`config.mk`:
```
export PLATFORM = sky130hd
export DESIGN_NAME = acc_pipe32
export DESIGN_NICKNAME = d
export VERILOG_FILES = /design/src/rtl/acc_pipe32.sv
export SDC_FILE = /design/constraint.sdc
export NUM_CORES = 1
export LEC_CHECK = 0
export CORE_MARGIN = 4
export CORE_UTILIZATION = 57
export DETAILED_ROUTE_END_ITERATION = 10
export GPL_TIMING_DRIVEN = 1
export PLACE_DENSITY = 0.95
export SYNTH_ARGS = -nofsm -noshare
export SYNTH_HDL_FRONTEND = slang
export SYNTH_SLANG_ARGS = --single-unit
```
`constraint.sdc`:
```
create_clock -name clk -period 5.5 [get_ports clk]
set_clock_uncertainty 0.2 [all_clocks]
set_input_delay 0.55 -clock clk [delete_from_list [all_inputs] [get_ports clk]]
set_output_delay 0.55 -clock clk [all_outputs]
set_load 0.05 [all_outputs]
```
`src/rtl/acc_pipe32.sv`:
```
// acc_pipe32 -- accumulates NUM_OPS signed 32-bit operands into one result.
//
// Handshake: an operand is taken on a rising edge where valid_in && ready_o.
// A completed result is presented while out_valid_o=1. It is consumed on an
// edge where out_valid_o && out_ready_in. ready_o is low while a result is
// pending, so a consume and a new accept never happen on the same edge.
//
// Ports:
//   clk, rst_n      clock, asynchronous active-low reset
//   clr_in          synchronous clear; overrides accept and consume
//   data_in         operand (two's complement)
//   valid_in        data_in valid
//   ready_o         operand can be accepted this cycle (combinational)
//   sum_o           accumulator register
//   c_o             sticky unsigned carry-out of any accumulate step
//   ovf_o           sticky signed overflow of any accumulate step
//   out_valid_o     sum_o/c_o/ovf_o hold a completed result
//   out_ready_in    downstream consumes the result
//   state_dbg       FSM state (00 IDLE, 01 ACC, 10 DONE)
//
// Build option: define ACC_PIPE32_SAT_EN to saturate sum_o on signed
// overflow instead of wrapping. Flags behave the same in both builds.

module acc_pipe32 #(
  parameter int NUM_OPS = 4  // operands per result, 2..255
) (
  input  logic        clk,
  input  logic        rst_n,
  input  logic        clr_in,
  input  logic [31:0] data_in,
  input  logic        valid_in,
  output logic        ready_o,
  output logic [31:0] sum_o,
  output logic        c_o,
  output logic        ovf_o,
  output logic        out_valid_o,
  input  logic        out_ready_in,
  output logic [1:0]  state_dbg
);

  localparam logic [1:0] IDLE = 2'b00;
  localparam logic [1:0] ACC  = 2'b01;
  localparam logic [1:0] DONE = 2'b10;

  localparam logic [7:0] LAST_COUNT = 8'(NUM_OPS - 1);

  logic [1:0]  state;
  logic [7:0]  count;
  logic        accept;
  logic [32:0] add_res;
  logic        add_carry;
  logic        add_ovf;
  logic [31:0] add_sum;

  assign ready_o     = ((state == IDLE) || (state == ACC)) && !clr_in;
  assign accept      = valid_in && ready_o;
  assign out_valid_o = (state == DONE);
  assign state_dbg   = state;

  // 33-bit add with zero carry-in; bit 32 is the unsigned carry-out.
  assign add_res   = {1'b0, sum_o} + {1'b0, data_in};
  assign add_carry = add_res[32];
  // Signed overflow: both operands share a sign and the result does not.
  assign add_ovf   = (sum_o[31] == data_in[31]) && (add_res[31] != sum_o[31]);

`ifdef ACC_PIPE32_SAT_EN
  // Clamp toward the operands' sign; later steps continue from the clamp.
  assign add_sum = add_ovf ? (data_in[31] ? 32'h8000_0000 : 32'h7FFF_FFFF)
                           : add_res[31:0];
`else
  assign add_sum = add_res[31:0];
`endif

  always_ff @(posedge clk or negedge rst_n) begin
    if (!rst_n) begin
      state <= IDLE;
      count <= 8'd0;
      sum_o <= 32'd0;
      c_o   <= 1'b0;
      ovf_o <= 1'b0;
    end else if (clr_in) begin
      state <= IDLE;
      count <= 8'd0;
      sum_o <= 32'd0;
      c_o   <= 1'b0;
      ovf_o <= 1'b0;
    end else begin
      case (state)
        IDLE: begin
          if (accept) begin
            sum_o <= data_in;
            count <= 8'd1;
            c_o   <= 1'b0;
            ovf_o <= 1'b0;
            state <= ACC;
          end
        end
        ACC: begin
          if (accept) begin
            sum_o <= add_sum;
            c_o   <= c_o | add_carry;
            ovf_o <= ovf_o | add_ovf;
            count <= count + 8'd1;
            if (count == LAST_COUNT) state <= DONE;
          end
        end
        DONE: begin
          if (out_ready_in) state <= IDLE;
        end
        default: state <= IDLE;
      endcase
    end
  end

endmodule

```
== Yosys cells after proc, flatten, opt, wreduce, memory -nomap -nowiden ==
Cells that the tools add are included.

* Add/subtract/negate cells: 2
* Equal/unequal tests: 9
* Multiplexer cells: 21
* Bitwise logic cells: 2
* Reductions and logical operators: 9

{| class="wikitable"
|+ Operator list
! cell !! number
|-
| 32-bit 2-to-1 mux || 3
|-
| 32-bit one-hot mux with 2 select lines || 1
|-
| 32-bit by 32-bit adder with 33-bit output || 1
|-
| 8-bit 2-to-1 mux || 3
|-
| 8-bit one-hot mux with 2 select lines || 1
|-
| 2-bit 2-to-1 mux || 5
|-
| 8-bit by 1-bit adder with 8-bit output, second input constant || 1
|-
| 8-bit by 2-bit equality test with 1-bit output, second input constant || 1
|-
| 3-bit by 2-bit != test with 1-bit output, second input constant || 2
|-
| 3-bit != test, second input constant || 2
|-
| 2-bit one-hot mux with 3 select lines || 1
|-
| 1-bit 2-to-1 mux || 5
|-
| 1-bit one-hot mux with 2 select lines || 2
|-
| 4-bit AND reduction || 1
|-
| 1-bit logical AND || 3
|-
| 3-bit AND reduction || 1
|-
| 3-bit nonzero test || 1
|-
| 2-bit by 1-bit equality test with 1-bit output, second input constant || 1
|-
| 2-bit equality test, second input constant || 1
|-
| 2-bit logical NOT || 1
|-
| 1-bit OR || 2
|-
| 1-bit equality test || 1
|-
| 1-bit logical NOT || 1
|-
| 1-bit logical OR || 1
|-
| 1-bit != test || 1
|}

* Bits in registers: 44
* Output and inout bits: 38
* Logic and storage cells: 48

== Depth between registers and ports, before layout ==
Gate-level depths: netlist of the first run.

* Depth after elaboration: 7
* Depth in mapped cells: 11
* Depth with buffers taken out: 11

== Worst setup path after synthesis of the first run ==
OpenSTA, ideal clock, no wires.

* Kind: flip-flop to flip-flop
* From: register sum_o[0]
* To: register c_o
* Library setup time: 86 ps
* Arrival: 2715 ps
* Data required time: 5214 ps
* Setup slack: 2499 ps
* Stages on the path, launching flop included: 12
* Buffers on the path: 0
* Period minus slack after synthesis: 3001 ps
* Cell sequence: dfrtp_1 -> ha_1 -> inv_1 -> fa_1 -> and2b_1 -> o211ai_1 -> a31oi_2 -> a311o_1 -> a41oi_2 -> nor3_1 -> nor4_1 -> nor3_1

* Cells in the longest elaborated chain, start to end: 5

{| class="wikitable"
|+ RTL lines
! element !! line !! text
|-
| from (decl) || 33 || <nowiki>output logic [31:0] sum_o,</nowiki>
|-
| from (signal assigned) || 91 || <nowiki>sum_o <= data_in;</nowiki>
|-
| from (signal assigned) || 100 || <nowiki>sum_o <= add_sum;</nowiki>
|-
| 32-bit by 32-bit adder with 33-bit output || 61 || <nowiki>assign add_res = {1'b0, sum_o} + {1'b0, data_in};</nowiki>
|-
| 1-bit OR || 101 || <nowiki>c_o <= c_o | add_carry;</nowiki>
|-
| 1-bit 2-to-1 mux || 99 || <nowiki>if (accept) begin</nowiki>
|-
| 1-bit one-hot mux with 2 select lines || 88 || <nowiki>case (state)</nowiki>
|-
| 1-bit 2-to-1 mux || 81 || <nowiki>end else if (clr_in) begin</nowiki>
|-
| to (signal assigned) || 101 ||
|-
| to (decl) || 34 || <nowiki>output logic c_o,</nowiki>
|}

No other way between the ends. The select of a mux whose other input is x is not followed.
A chain may end at the register's enable or synchronous reset.

== Worst setup path after layout of the first run ==
* From: input data_in[0]
* To: register sum_o[28]

* Cells in the longest elaborated chain, start to end: 4

{| class="wikitable"
|+ RTL lines
! element !! line !! text
|-
| from (decl) || 30 || <nowiki>input logic [31:0] data_in,</nowiki>
|-
| 32-bit by 32-bit adder with 33-bit output || 61 ||
|-
| 32-bit 2-to-1 mux || 99 ||
|-
| 32-bit one-hot mux with 2 select lines || 88 ||
|-
| 32-bit 2-to-1 mux || 81 ||
|}

No other way between the ends. The select of a mux whose other input is x is not followed.

==> metrics, run 1 <==
crit path launch type=input pin; ys async rst share=100%; R2R depth=11; Sink Count=44; die width=89.5 um; Critical Path Source=data_in[0]; pin count of the biggest net entering global routing=45; Hold Fails Final Rpt=0; H-tree levels=2; share of cells above drive strength 1=5.23%; Rel. slew slack=30.7%; reg2reg end=sum_o[28]; fmax=around 0.29 GHz; ant diodes=0; DR iter-0 viols=approximately 340; wire per inst=18.7 um; post-synthesis cell count=452; GRT Total Usage=between 20% and 30%; Core Region=0.00639 mm^2; HPWL Detailed=8290 um; Worst setup endpoint=sum_o[28]; Detailed Route WL=11,100 um; commonest cells after routing, fill and taps aside=clkdlybuf4s50_1, o21ai_0, a21oi_1, dfrtp_1, nand2_1; Peak VDD IR=0.157 mV; FF-to-FF setup slack=~2400 ps; Mapped Nets=523; vias in the first global route=around 3.8k; WS Path Type=in2reg; total CTS buffers=5; crit path time final=3460 ps; Pleak=approximately 2.0 nW; Vias=3,891; CTS tree=done; vias per cell=6.56; syn avg cell area=8.38 um^2; Boundary Pins=75; die area=~0.008 mm^2; Worst setup EP type=flop; PostCTS Resize Cnt=0; status=complete, no violations; Starting Density=a little under 60%; Pre-Repair DR Iteration Count=6; GRT Residual Overflow=0; Worst-path clk slew=100 ps; mapped cell area=0.00379 mm^2; Core Rows=29; Yosys reg bits=44; commonest non-fill, non-tap cell in the layout=clkdlybuf4s50_1; Setup Viol. Count Final=0; post-route ant nets=0; RSZ-0062 raised after global routing=false; top_reg_cell synth=dfrtp_1; Worst EP required=about 5500 ps; initial antenna violation count=0; number of max-cap violations=0; TNS Setup=0 ps; Synth Area in Simple Gates=around 16%; Hold Buf Count CTS=0; Compound-Gate Fraction of Synth Area=between 30 and 40%; reg2reg start=sum_o[0]; Synth cell types=57; total power=around 0.0013 W; Die Height=about 90 um; Post-synth EDFFs=0; worst-path fanout max=6; slew at the pin closest to its max-slew limit=1040 ps; area added between synthesis and finish=22.2%; Power Density=273 mW/mm^2; post-layout net count=just under 600; clk buf depth=2; port buffer count=74; main combinational cell family by area after synthesis=compound AO/OA/AOI/OAI gates; Tcrit/Tclk final=62.9%; first-pass GRT wire length=around 18,000 um; WP data arrival=3420 ps; mux contribution to synthesized area=0.793%; clock latency on the worst-skew pair=300 ps; Synth Area in Adders=around 11%; Hold Crit Class=in2async; sequential share of the synthesized area=29.1%; Post-route DRC=0; Max Slew Vio Count=0; yosys warns=0; routability cong.=approximately 0.9; Post-Synth XOR/XNOR Area=between 7 and 8%; Root Driver=clkbuf_8; Post-CTS Setup Repair Bufs=0
metal layers:
layer / global-route usage, % / wire (um)
met5: 0 / 0
met4: 7.71 / 136
met3: 3.78 / 714
met2: 49.6 / 5510
met1: 38.2 / 4740
where the power goes:
part	internal, W	leakage, nW	switching [W]
logic	0.000232	1.38	0.000387
registers	0.000354	0.592	0.0000313
clock network	0.000135	0.0552	0.000123
metrics by stage:
| stage | utilization, % | std cells | hold WS [ps] | cell area [um^2] | worst slack [ps] |
|---|---|---|---|---|---|
| floorplan | - | 452 | 54.4 | 3790 | 2500 |
| finish | 72.5 | 593 | 224 | 4630 | 2040 |
| detailed placement | 70.8 | 585 | 281 | 4520 | 1780 |
| CTS | 72.5 | 593 | 246 | 4630 | 2110 |
| global route | 72.5 | 593 | 305 | 4630 | 1860 |
| global placement | 70.8 | 585 | 281 | 4520 | 1930 |
kinds of logic after synthesis:
group	Yosys count
AO/OA/AOI/OAI	183
adder cells (fa/ha/maj)	34
XOR/XNOR	32
multiplexers	3
flip-flops	44
buffers and inverters	32
AND/OR/NAND/NOR	124
sequential cells by signal, summed over array words and instances, names as in the netlist:
signal and count:
c_o 1, count 8, ovf_o 1, state_dbg 2, sum_o 32
layout make-up:
cell class / instances / area (um^2)
timing repair buffer: 76 / 751
inverter: 12 / 45.0
sequential: 44 / 1100
fill: 505 / 1760
tap: 77 / 96.3
clock inverter: 2 / 35.0
multi-input combinational: 376 / 2530
clock buffer: 6 / 72.6
worst min-delay path by stage:
| stage | from | to | slack (ps) | depth (start not counted) |
|---|---|---|---|---|
| floorplan | rst_n | c_o | 50 | 0 |
| global placement | count[7] | count[7] | 280 | 1 |
| detailed placement | count[7] | count[7] | 280 | 1 |
| CTS | rst_n | sum_o[21] | 250 | 1 |
| global route | rst_n | sum_o[19] | 300 | 1 |
| finish | rst_n | sum_o[19] | 220 | 1 |
cell usage after synthesis (all sizes together), types with 6 or more instances:
master | number | share of area (%)
o21ai | 55 | 7.3
a21oi | 46 | 6.1
dfrtp | 44 | 29
nand2 | 42 | 4.2
ha | 33 | 11
nor2 | 31 | 3.1
a21o | 21 | 4.2
xnor2 | 20 | 4.6
a22oi | 15 | 3.0
nand4 | 14 | 2.5
clkbuf | 13 | 1.3
inv | 12 | 1.2
xor2 | 12 | 2.8
nand3 | 8 | 1.1
buf | 7 | 1.8
nor3 | 7 | 0.92
a31oi | 6 | 1.2
a32oi | 6 | 1.4
nand2b | 6 | 1.2
worst max-delay path: stages:
cell and delay [ps]:
clkdlybuf4s50_1 490, ha_1 180, inv_1 60, fa_1 390, and2b_1 260, o211ai_1 130, a31oi_2 400, a311o_1 350
a41oi_2 200, o21ai_1 200, xnor2_1 140, o21ai_1 70
(Power assumes the default switching activity.)
==> run 2: changes to the inputs <==
--- a/config.mk
+++ b/config.mk
@@ -6,10 +6,10 @@
 export NUM_CORES = 1
 export LEC_CHECK = 0
 export CORE_MARGIN = 4
-export CORE_UTILIZATION = 57
+export CORE_UTILIZATION = 53
 export DETAILED_ROUTE_END_ITERATION = 10
 export GPL_TIMING_DRIVEN = 1
-export PLACE_DENSITY = 0.95
+export PLACE_DENSITY = 0.94
 export SYNTH_ARGS = -nofsm -noshare
 export SYNTH_HDL_FRONTEND = slang
 export SYNTH_SLANG_ARGS = --single-unit
==> constraint.sdc (replaced) <==
create_clock -name clk -period 3.6 [get_ports clk]
set_clock_uncertainty 0.2 [all_clocks]
set_input_delay 0.36 -clock clk [delete_from_list [all_inputs] [get_ports clk]]
set_output_delay 0.36 -clock clk [all_outputs]
set_load 0.05 [all_outputs]
==> run 2 against run 1 <==
Net effect:
- sequential share of layout area fell by 0.30 points
- cell count rose by 3.7%
- clock power rose by 64%
- sequential cell count did not move
- utilization fell by 4.2 points
- total power rose by 55%
- global-route usage fell by 3.4 points
- die area rose by 6.9%
- count of clock-buffer cells in the layout did not move
- first-iteration DRC count fell by 10%
==> metrics, run 2 (synthesized netlist as in run 1, its figures left out) <==
DR iter-0 viols=305 (-10%); PnR worst setup slack=512 ps (-1530 ps); Core Region=0.00687 mm^2 (+7.6%); Sink Count=44 (unchanged); Starting Density=55.2% (-4.2 points); routability cong.=1.02 (+16%); Hold Buf Count CTS=0 (unchanged); area added between synthesis and finish=23.8%; Worst-path clk slew=100 ps (about the same); WS Path Type=in2reg; placed inst area=0.00457 mm^2 (+1.0%); clk buf depth=2 (unchanged); max FFs per register=32 (unchanged); Pleak=2.05 nW (+1.0%); CP top delay family=compound AO/OA/AOI/OAI gates; Rel. slew slack=30.3% (-0.38 points); worst-path fanout max=3 (-3); first-pass GRT wire length=17,900 um (-1.7%); pin count of the biggest net entering global routing=45 (unchanged); slew at the pin closest to its max-slew limit=1040 ps (+5.65 ps); PostCTS Resize Cnt=0 (unchanged); total CTS buffers=5 (unchanged); RSZ-0062 raised after global routing=false; die width=92.6 um (+3.4%); Tcrit/Tclk final=85.8%; Core Rows=30 (+3.4%); Post-CTS Setup Repair Bufs=0 (unchanged); Detailed Route WL=11,100 um (about the same); HPWL Detailed=8290 um (about the same); Setup Viol. Count Final=0 (unchanged); crit path time final=3090 ps; Die Height=92.6 um (+3.4%); CTS tree=done; clock latency on the worst-skew pair=310 ps (about the same); status=complete, no violations; Worst Path Buf+Inv=2 (unchanged); Peak VDD IR=0.272 mV (+73%); Design Area, Final=0.00469 mm^2 (+1.3%); CP max stage cell=clkdlybuf4s50_1; Pre-Repair DR Iteration Count=5 (-1); share of cells above drive strength 1=5.97% (+0.74 points); Power Density=417 mW/mm^2 (+53%); crit path launch type=input pin; die area=0.00857 mm^2 (+6.9%); wire per inst=18.0 um (-3.7%); Max Slew Vio Count=0 (unchanged); Root Driver=clkbuf_8; commonest non-fill, non-tap cell in the layout=clkdlybuf4s50_1; most used cell, CP=nor3_1; WP data arrival=3120 ps (-300 ps); Worst EP required=3640 ps (-1830 ps); H-tree levels=2 (unchanged); post-route ant nets=0 (unchanged); post-layout net count=589 (+0.51%); Largest Register=sum_o; GRT Total Usage=25.4% (-3.4 points); cells along the critical path=clkdlybuf4s50_1 -> ha_1 -> inv_1 -> fa_1 -> and2b_1 -> o211ai_1 -> a31oi_2 -> a311o_1 -> a41oi_2 -> nor3_1 -> nor4_1 -> nor3_1; slowest cell delay on critical path=490 ps (about the same); number of max-cap violations=0 (unchanged); vias per cell=6.40 (-2.5%); GRT Residual Overflow=0 (unchanged); Boundary Pins=75 (unchanged); Setup WS pre-CTS=274 ps (-1510 ps); TNS Setup=0 ps (unchanged); Post-route DRC=0 (unchanged); port buffer count=74 (unchanged); Vias=3,936 (+1.2%); post-layout util=68.3% (-4.2 points); initial antenna violation count=0 (unchanged); Hold Crit Class=in2async; commonest cells after routing, fill and taps aside=clkdlybuf4s50_1, o21ai_0, a21oi_1, dfrtp_1, nand2_1; fmax=0.324 GHz; reg2reg start=sum_o[0]; Worst setup EP type=flop; ant diodes=0 (unchanged); Hold Fails Final Rpt=0 (unchanged); Critical Path Source=data_in[0]; vias in the first global route=3,702 (-2.5%)
==> run 2: worst register-to-register path: cells and delay by family, from the launching register on <==
| kind | cells | cell delay (ps) |
|---|---|---|
| and+or+nand+nor | 4 | 760 |
| DFF | 1 | 380 |
| AOI/OAI and AO/OA | 4 | 890 |
| buffers and inverters | 1 | 60 |
| adders and majority gates | 2 | 560 |
==> run 2: power breakdown <==
group	leakage (nW)	switching [W]	internal, W
clock	0.0614	0.000195	0.000227
combinational	1.40	0.000590	0.000357
sequential	0.592	0.0000472	0.000540
total	2.05	0.000832	0.00113
==> run 2: metal layers <==
metal / part of all wire (%) / GRT usage (%) / up-vias
met2: 49 / 42.8 / 186
li1: - / - / 1823
met4: 2.0 / 7.05 / 0
met1: 43 / 33.9 / 1902
met3: 6.4 / 3.82 / 25
met5: 0 / 0 / -
==> run 2: worst paths after layout <==
path	end	slack (ps)	cells past startpoint
worst max-delay path	c_o	510	12
worst min-delay path	count[5]	30	1
worst max register to register	c_o	670	11
worst min register to register	sum_o[3]	320	2
max in group asynchronous	sum_o[13]	2520	1
min in group clk	sum_o[3]	320	2
==> run 2: stage by stage <==
step	cells	total power, W	hold slack [ps]
6_report	615	0.00196	33.9
4_1_cts	615	0.00194	79.9
2_1_floorplan	452	0.00126	-136
3_5_place_dp	607	0.00152	301
5_1_grt	615	0.00206	108
3_3_place_gp	607	0.00150	273
==> run 2: final cells by class <==
class / instances / area (um^2)
Clock buffer: 6 / 82.6
Clock inverter: 2 / 38.8
Fill cell: 547 / 2180
Inverter: 12 / 45.0
Multi-Input combinational cell: 376 / 2530
Sequential cell: 44 / 1100
Tap cell: 96 / 120
Timing Repair Buffer: 79 / 773
==> RTL change 1 (flow settings as in run 2) <==
Put one more register stage on the output `ovf_o`, cleared by the reset. The value now appears one clock later. The other outputs are not delayed to match.
--- a/src/rtl/acc_pipe32.sv
+++ b/src/rtl/acc_pipe32.sv
@@ -44,6 +44,8 @@
 
   localparam logic [7:0] LAST_COUNT = 8'(NUM_OPS - 1);
 
+  logic ovf_s0;
+
   logic [1:0]  state;
   logic [7:0]  count;
   logic        accept;
@@ -77,13 +79,13 @@
       count <= 8'd0;
       sum_o <= 32'd0;
       c_o   <= 1'b0;
-      ovf_o <= 1'b0;
+      ovf_s0 <= 1'b0;
     end else if (clr_in) begin
       state <= IDLE;
       count <= 8'd0;
       sum_o <= 32'd0;
       c_o   <= 1'b0;
-      ovf_o <= 1'b0;
+      ovf_s0 <= 1'b0;
     end else begin
       case (state)
         IDLE: begin
@@ -91,7 +93,7 @@
             sum_o <= data_in;
             count <= 8'd1;
             c_o   <= 1'b0;
-            ovf_o <= 1'b0;
+            ovf_s0 <= 1'b0;
             state <= ACC;
           end
         end
@@ -99,7 +101,7 @@
           if (accept) begin
             sum_o <= add_sum;
             c_o   <= c_o | add_carry;
-            ovf_o <= ovf_o | add_ovf;
+            ovf_s0 <= ovf_s0 | add_ovf;
             count <= count + 8'd1;
             if (count == LAST_COUNT) state <= DONE;
           end
@@ -112,5 +114,13 @@
     end
   end
 
+  always_ff @(posedge clk or negedge rst_n) begin
+    if (!rst_n) begin
+      ovf_o <= '0;
+    end else begin
+      ovf_o <= ovf_s0;
+    end
+  end
+
 endmodule
 
Check against the original RTL: not equivalent (Yosys sat finds a counterexample within 4 cycles, from zero or initial values and one cycle with rst_n low).
==> RTL change 1 against run 2 <==
- cell area rose by 3.9%
- worst setup slack improved by 190 ps
- non-clock buffer count fell by 1
- power rose by 5.5%
- clock power fell by 17%
- sequential cell count rose by 1
- register-to-register slack improved by 210 ps
- die area rose by 4.6%
- maximum frequency rose by 6.4%
- wire length rose by 1.9%
- synthesized area rose by 5.0%
- first-iteration DRC count fell by 34%
- largest power group unchanged
- highest routed layer unchanged
==> RTL change 1: results (changes against run 2) <==
Critical path
  – Delay of the slowest critical-path stage: 510 ps (was 490 ps)
  – Capture point of the critical path: sum_o[30]$_DFFE_PN0P_ (was c_o$_DFFE_PN0P_)
  – Register-to-register setup slack: 880 ps (was 670 ps)

Power and ir drop
  – Maximum VDD drop: 0.2067 mV (was 0.2719 mV)
  – LEAKAGE: 2.131 nW (was 2.052 nW)
  – Total internal power: 1.110 mW (was 1.125 mW)

Global route
  – Wire length of the first global-routing pass: 19.07 mm (was 17.95 mm)
  – Met1 Use GR: 0.3582 (was 0.3391)
  – Largest net degree at the start of global routing: 46 (was 45)
  – Met2 usage in global routing: 0.4369 (was 0.4284)
  – Global-route usage over all layers: 0.2642 (was 0.2544)

Synth
  – Synth Area in Compound Gates: 0.3019 (was 0.3121)
  – Share of synthesized cell area in full adder, half adder and majority cells: 0.1088 (was 0.1143)
  – Distinct cells, synth: 65 (was 57)
  – Synthesized net count: 544 (was 523)
  – Most area-consuming cells after synthesis: dfrtp_1, ha_1, o21ai_0, a21oi_1, a22oi_1 (was dfrtp_1, ha_1, o21ai_0, a21oi_1, xnor2_1)
  – Post-Syn Instances: 473 (was 452)
  – Part of the Yosys area used for sequential elements: 0.2830 (was 0.2906)
  – Mapped Area: 0.003979 mm2 (was 0.003789 mm2)

Outcome
  – Outcome: finished, final reports clean (unchanged)

Timing
  – Actual transition at the worst max-transition pin: 1067 ps (was 1045 ps)
  – Post-route worst hold slack: 37.32 ps (was 33.90 ps)
  – Clock period minus final worst setup slack: 2902 ps (was 3088 ps)

Final layout
  – Share of final layout cell area taken by non-clock buffers: 0.1572 (was 0.1649)
  – Final Instance Area: 0.004871 mm2 (was 0.004690 mm2)
  – Layout fillers: 633 (was 547)
  – Clock buffers: 5 (was 6)
  – Share of layout cells above drive strength 1: 0.05587 (was 0.05973)
  – ClkCell Share: 0.01927 (was 0.02588)
  – Multi-input gate area: 0.002716 mm2 (was 0.002529 mm2)
  – Number of nets in the final layout: 607 (was 589)

Drt
  – Average wire per standard cell: 17.78 um (was 18.04 um)
  – Vias: 4,002 (was 3,936)
  – Met3 wire length: 726 um (was 708 um)
  – Count of routing violations after the opening detailed-route iteration: 202 (was 305)
  – Routed wl met2: 5.332 mm (was 5.388 mm)

Placed design
  – HPWL after DPL: 8.594 mm (was 8.290 mm)
  – Cell count after placement: 628 (was 607)
  – RD Place Congestion: 1.022 (was 1.021)
[RTL change 1: changes by cell type after synthesis, sizes merged, moves of 6 or more]
cell | run 2 | this run
a21oi | 46 | 38
and4 | 0 | 6
a21o | 21 | 13
and3 | 4 | 10
o21ai | 55 | 49
[RTL change 1: power groups by stage]
| stage | combinational [mW] | clock [mW] | sequential, mW |
|---|---|---|---|
| 2_1_floorplan | 0.575 | 0 | 0.814 |
| 4_1_cts | 1.09 | 0.353 | 0.622 |
| 3_3_place_gp | 1.06 | 0 | 0.628 |
| 3_5_place_dp | 1.08 | 0 | 0.631 |
| 5_1_grt | 1.18 | 0.384 | 0.632 |
| 6_report | 1.09 | 0.349 | 0.622 |
[RTL change 1: worst max-delay path, delay by kind of cell]
family	cells	cell delay, ps
and+or+nand+nor	1	200
xor gates and xnor gates	1	140
adders and majority gates	2	550
AOI/OAI and AO/OA	5	1090
buffers and inverters	2	560
==> RTL change 2 (settings of run 2) <==
Made on the original files. The option `ACC_PIPE32_SAT_EN` is turned on by a define.
--- a/src/rtl/acc_pipe32.sv
+++ b/src/rtl/acc_pipe32.sv
@@ -20,6 +20,8 @@
 //
 // Build option: define ACC_PIPE32_SAT_EN to saturate sum_o on signed
 // overflow instead of wrapping. Flags behave the same in both builds.
+
+`define ACC_PIPE32_SAT_EN
 
 module acc_pipe32 #(
   parameter int NUM_OPS = 4  // operands per result, 2..255
Behaviour: not the same (a bounded check fails within 4 cycles, from zero or initial values and one cycle with rst_n low).
==> RTL change 2 against run 2 <==
- the flow now finishes with violations (setup timing)
- sequential cell count did not move
- wire length rose by 86%
- core utilization rose by 21 points
- first-iteration DRC count rose to 2.9 times the old value
- final cell count rose by 23%
- synthesized area rose by 2.6%
- cell area rose by 33%
- die area rose by 2.3%
- worst setup slack got worse by 1600 ps
- critical path type is now register to register
Power is not compared: it rests on default switching activity, and its combinational part moved more than twofold at a synthesized area within 25%.
==> RTL change 2: results (changes against run 2) <==
Global route
  – Vias in the first global route: 5,344 (was 3,702)
  – Wire length of the first global-routing pass: 26.19 mm (was 17.95 mm)
  – Antenna violations before repair: 0 (unchanged)
  – Global-route usage over all layers: 0.3797 (was 0.2544)
  – Largest net degree at the start of global routing: 45 (unchanged)

Power and ir drop
  – LEAKAGE: 2.816 nW
  – Maximum VDD drop: 0.3830 mV

Timing
  – Worst rel slew slack: 0.2563 (was 0.3035)
  – Final critical-path setup slack: -1042 ps (was 511.7 ps)
  – Setup-violating endpoint count in the final report: 33 (was 0)
  – Accumulated negative setup slack: -28,610 ps (was 0 ps)

Synth
  – Synth Area in Compound Gates: 0.3126 (was 0.3121)
  – Fraction of synthesized cell area in xor and xnor cells: 0.06085 (was 0.07398)
  – Synth Warn #: 0 (unchanged)
  – Distinct cells, synth: 56 (was 57)
  – Most area-consuming cells after synthesis: dfrtp_1, ha_1, a21oi_1, o21ai_0, nand2_1 (was dfrtp_1, ha_1, o21ai_0, a21oi_1, xnor2_1)
  – Multiplexer share of the synthesized area: 0.01288 (was 0.007926)
  – Synth top cells by count: a21oi_1, o21ai_0, nand2_1 (was o21ai_0, a21oi_1, dfrtp_1)
  – Share of synthesized cell area in full adder, half adder and majority cells: 0.1165 (was 0.1143)
  – Top_reg_cell synth: dfrtp_1 (unchanged)
  – Synthesized net count: 545 (was 523)
  – Post-synthesis async set-or-reset flop share: 1.000 (unchanged)
  – Part of the Yosys area used for sequential elements: 0.2833 (was 0.2906)

Final layout
  – Share of layout cells above drive strength 1: 0.3419 (was 0.05973)
  – Largest register FFs: 32 (unchanged)
  – Number of nets in the final layout: 729 (was 589)
  – Largest register by flop count: sum_o (unchanged)
  – Antenna diode count: 0 (unchanged)

Drt
  – Average wire per standard cell: 27.38 um (was 18.04 um)
  – Vias: 5,600 (was 3,936)
  – Iteration count of the initial detailed-routing pass: 9 (was 5)
  – Count of routing violations after the opening detailed-route iteration: 891 (was 305)

Clock tree
  – Clock root buffer: clkbuf_8 (unchanged)
  – Clock tree buffer depth: 2 (unchanged)
  – Htree depth: 2 (unchanged)
  – Later-pin clock latency in the skew report: 330 ps (was 310 ps)
  – Register clock-pin slew on the reported worst setup and hold paths: 100 ps (about the same)
  – Total CTS buffers: 5 (unchanged)

Critical path
  – Reg2Reg Launch Point: sum_o[4]$_DFFE_PN0P_ (was sum_o[0]$_DFFE_PN0P_)
  – Max Fanout on Critical Path: 6 (was 3)
  – Worst-case reg-to-reg path depth: 17 (was 11)
  – Worst EP arrival: 4680 ps (was 3120 ps)
  – Setup crit start kind: register (was input pin)

Outcome
  – Violated checks: setup timing
  – Outcome: finished with violations (was finished, final reports clean)

Worst hold path
  – Type of the most critical hold path: input pin to asynchronous set/reset pin (unchanged)

Placed design
  – HPWL after DPL: 10.57 mm (was 8.290 mm)
  – Count of buffers from port buffering: 74 (unchanged)
  – RD Place Congestion: 1.065 (was 1.021)
RTL change 2: cell count changes in the layout (fill, tap and decap cells not counted), sizes merged, moves of 5 or more:
cell,change
buf,+117
a21oi,+19
a22oi,-11
clkdlybuf4s50,-9
a32oi,-6
nand3,+6
nand4,-6
a221o,+5
dlymetal6s2s,+5
or3,+5
xnor2,-5
RTL change 2: repair_timing:
action,4_1_cts,5_1_grt
hold buffers,0,0
pin swaps,22,24
resized for setup,47,47
buffers inserted,3,9
cloned,0,1
setup endpoints to repair,32,33
RTL change 2: area by class of cell:
class	instances	area [um2]
sequential	44	1122
multi-input combinational	403	3113
inverter	7	26.28
fill	270	720.7
timing repair buffer	196	1727
clock inverter	3	46.29
tap	96	120.1
clock buffer	5	68.82
RTL change 2: routing by layer:
metal / part of all wire / global-route usage
met5: 0 / 0
met1: 0.32 / 0.4092
met3: 0.15 / 0.1078
met4: 0.10 / 0.2840
met2: 0.43 / 0.6289
RTL change 2: stage by stage:
step                worst slack, ps  std cells  instance area (um2)
global route                  -1031        754                 6223
detailed placement            -1040        733                 5670
finish                        -1042        754                 6223
global placement             -743.9        733                 5670
CTS                          -664.8        744                 5929
floorplan                    -349.2        473                 4120
RTL change 2: worst paths after layout:
path                                    endpoint  slack [ps]
max in group asynchronous   sum_o[1]$_DFFE_PN0P_        2390
max reg2reg                 sum_o[6]$_DFFE_PN0P_       -1040
min reg2reg                    ovf_o$_DFFE_PN0P_         350
min                        sum_o[14]$_DFFE_PN0P_          40
max                         sum_o[6]$_DFFE_PN0P_       -1040
min in group clk           sum_o[21]$_DFFE_PN0P_         190
RTL change 2: power by group:
group          switching [mW]  internal [mW]
Sequential             0.0655          0.554
Combinational            1.14          0.796
Clock                   0.216          0.210
Total                    1.42           1.56
RTL change 2: logic make-up after synthesis:
kind of cell,after synthesis
and+or+nand+nor,141
muxes,5
buffers and inverters,27
AOI/OAI and AO/OA,194
xor gates and xnor gates,27
adders and majority gates,35
DFF,44
RTL change 2: critical path: stages (launching register included):
cell	delay, ps
dfrtp_2	450
ha_4	280
o211ai_1	130
o211ai_1	360
a21boi_2	110
o31a_1	330
o41ai_4	310
o21a_1	270
a21o_1	200
a21oi_2	90
fa_1	500
xnor2_2	260
or2b_4	370
nor2_4	160
a21oi_1	80
nor2_1	170
a21oi_2	80
o21ai_2	210
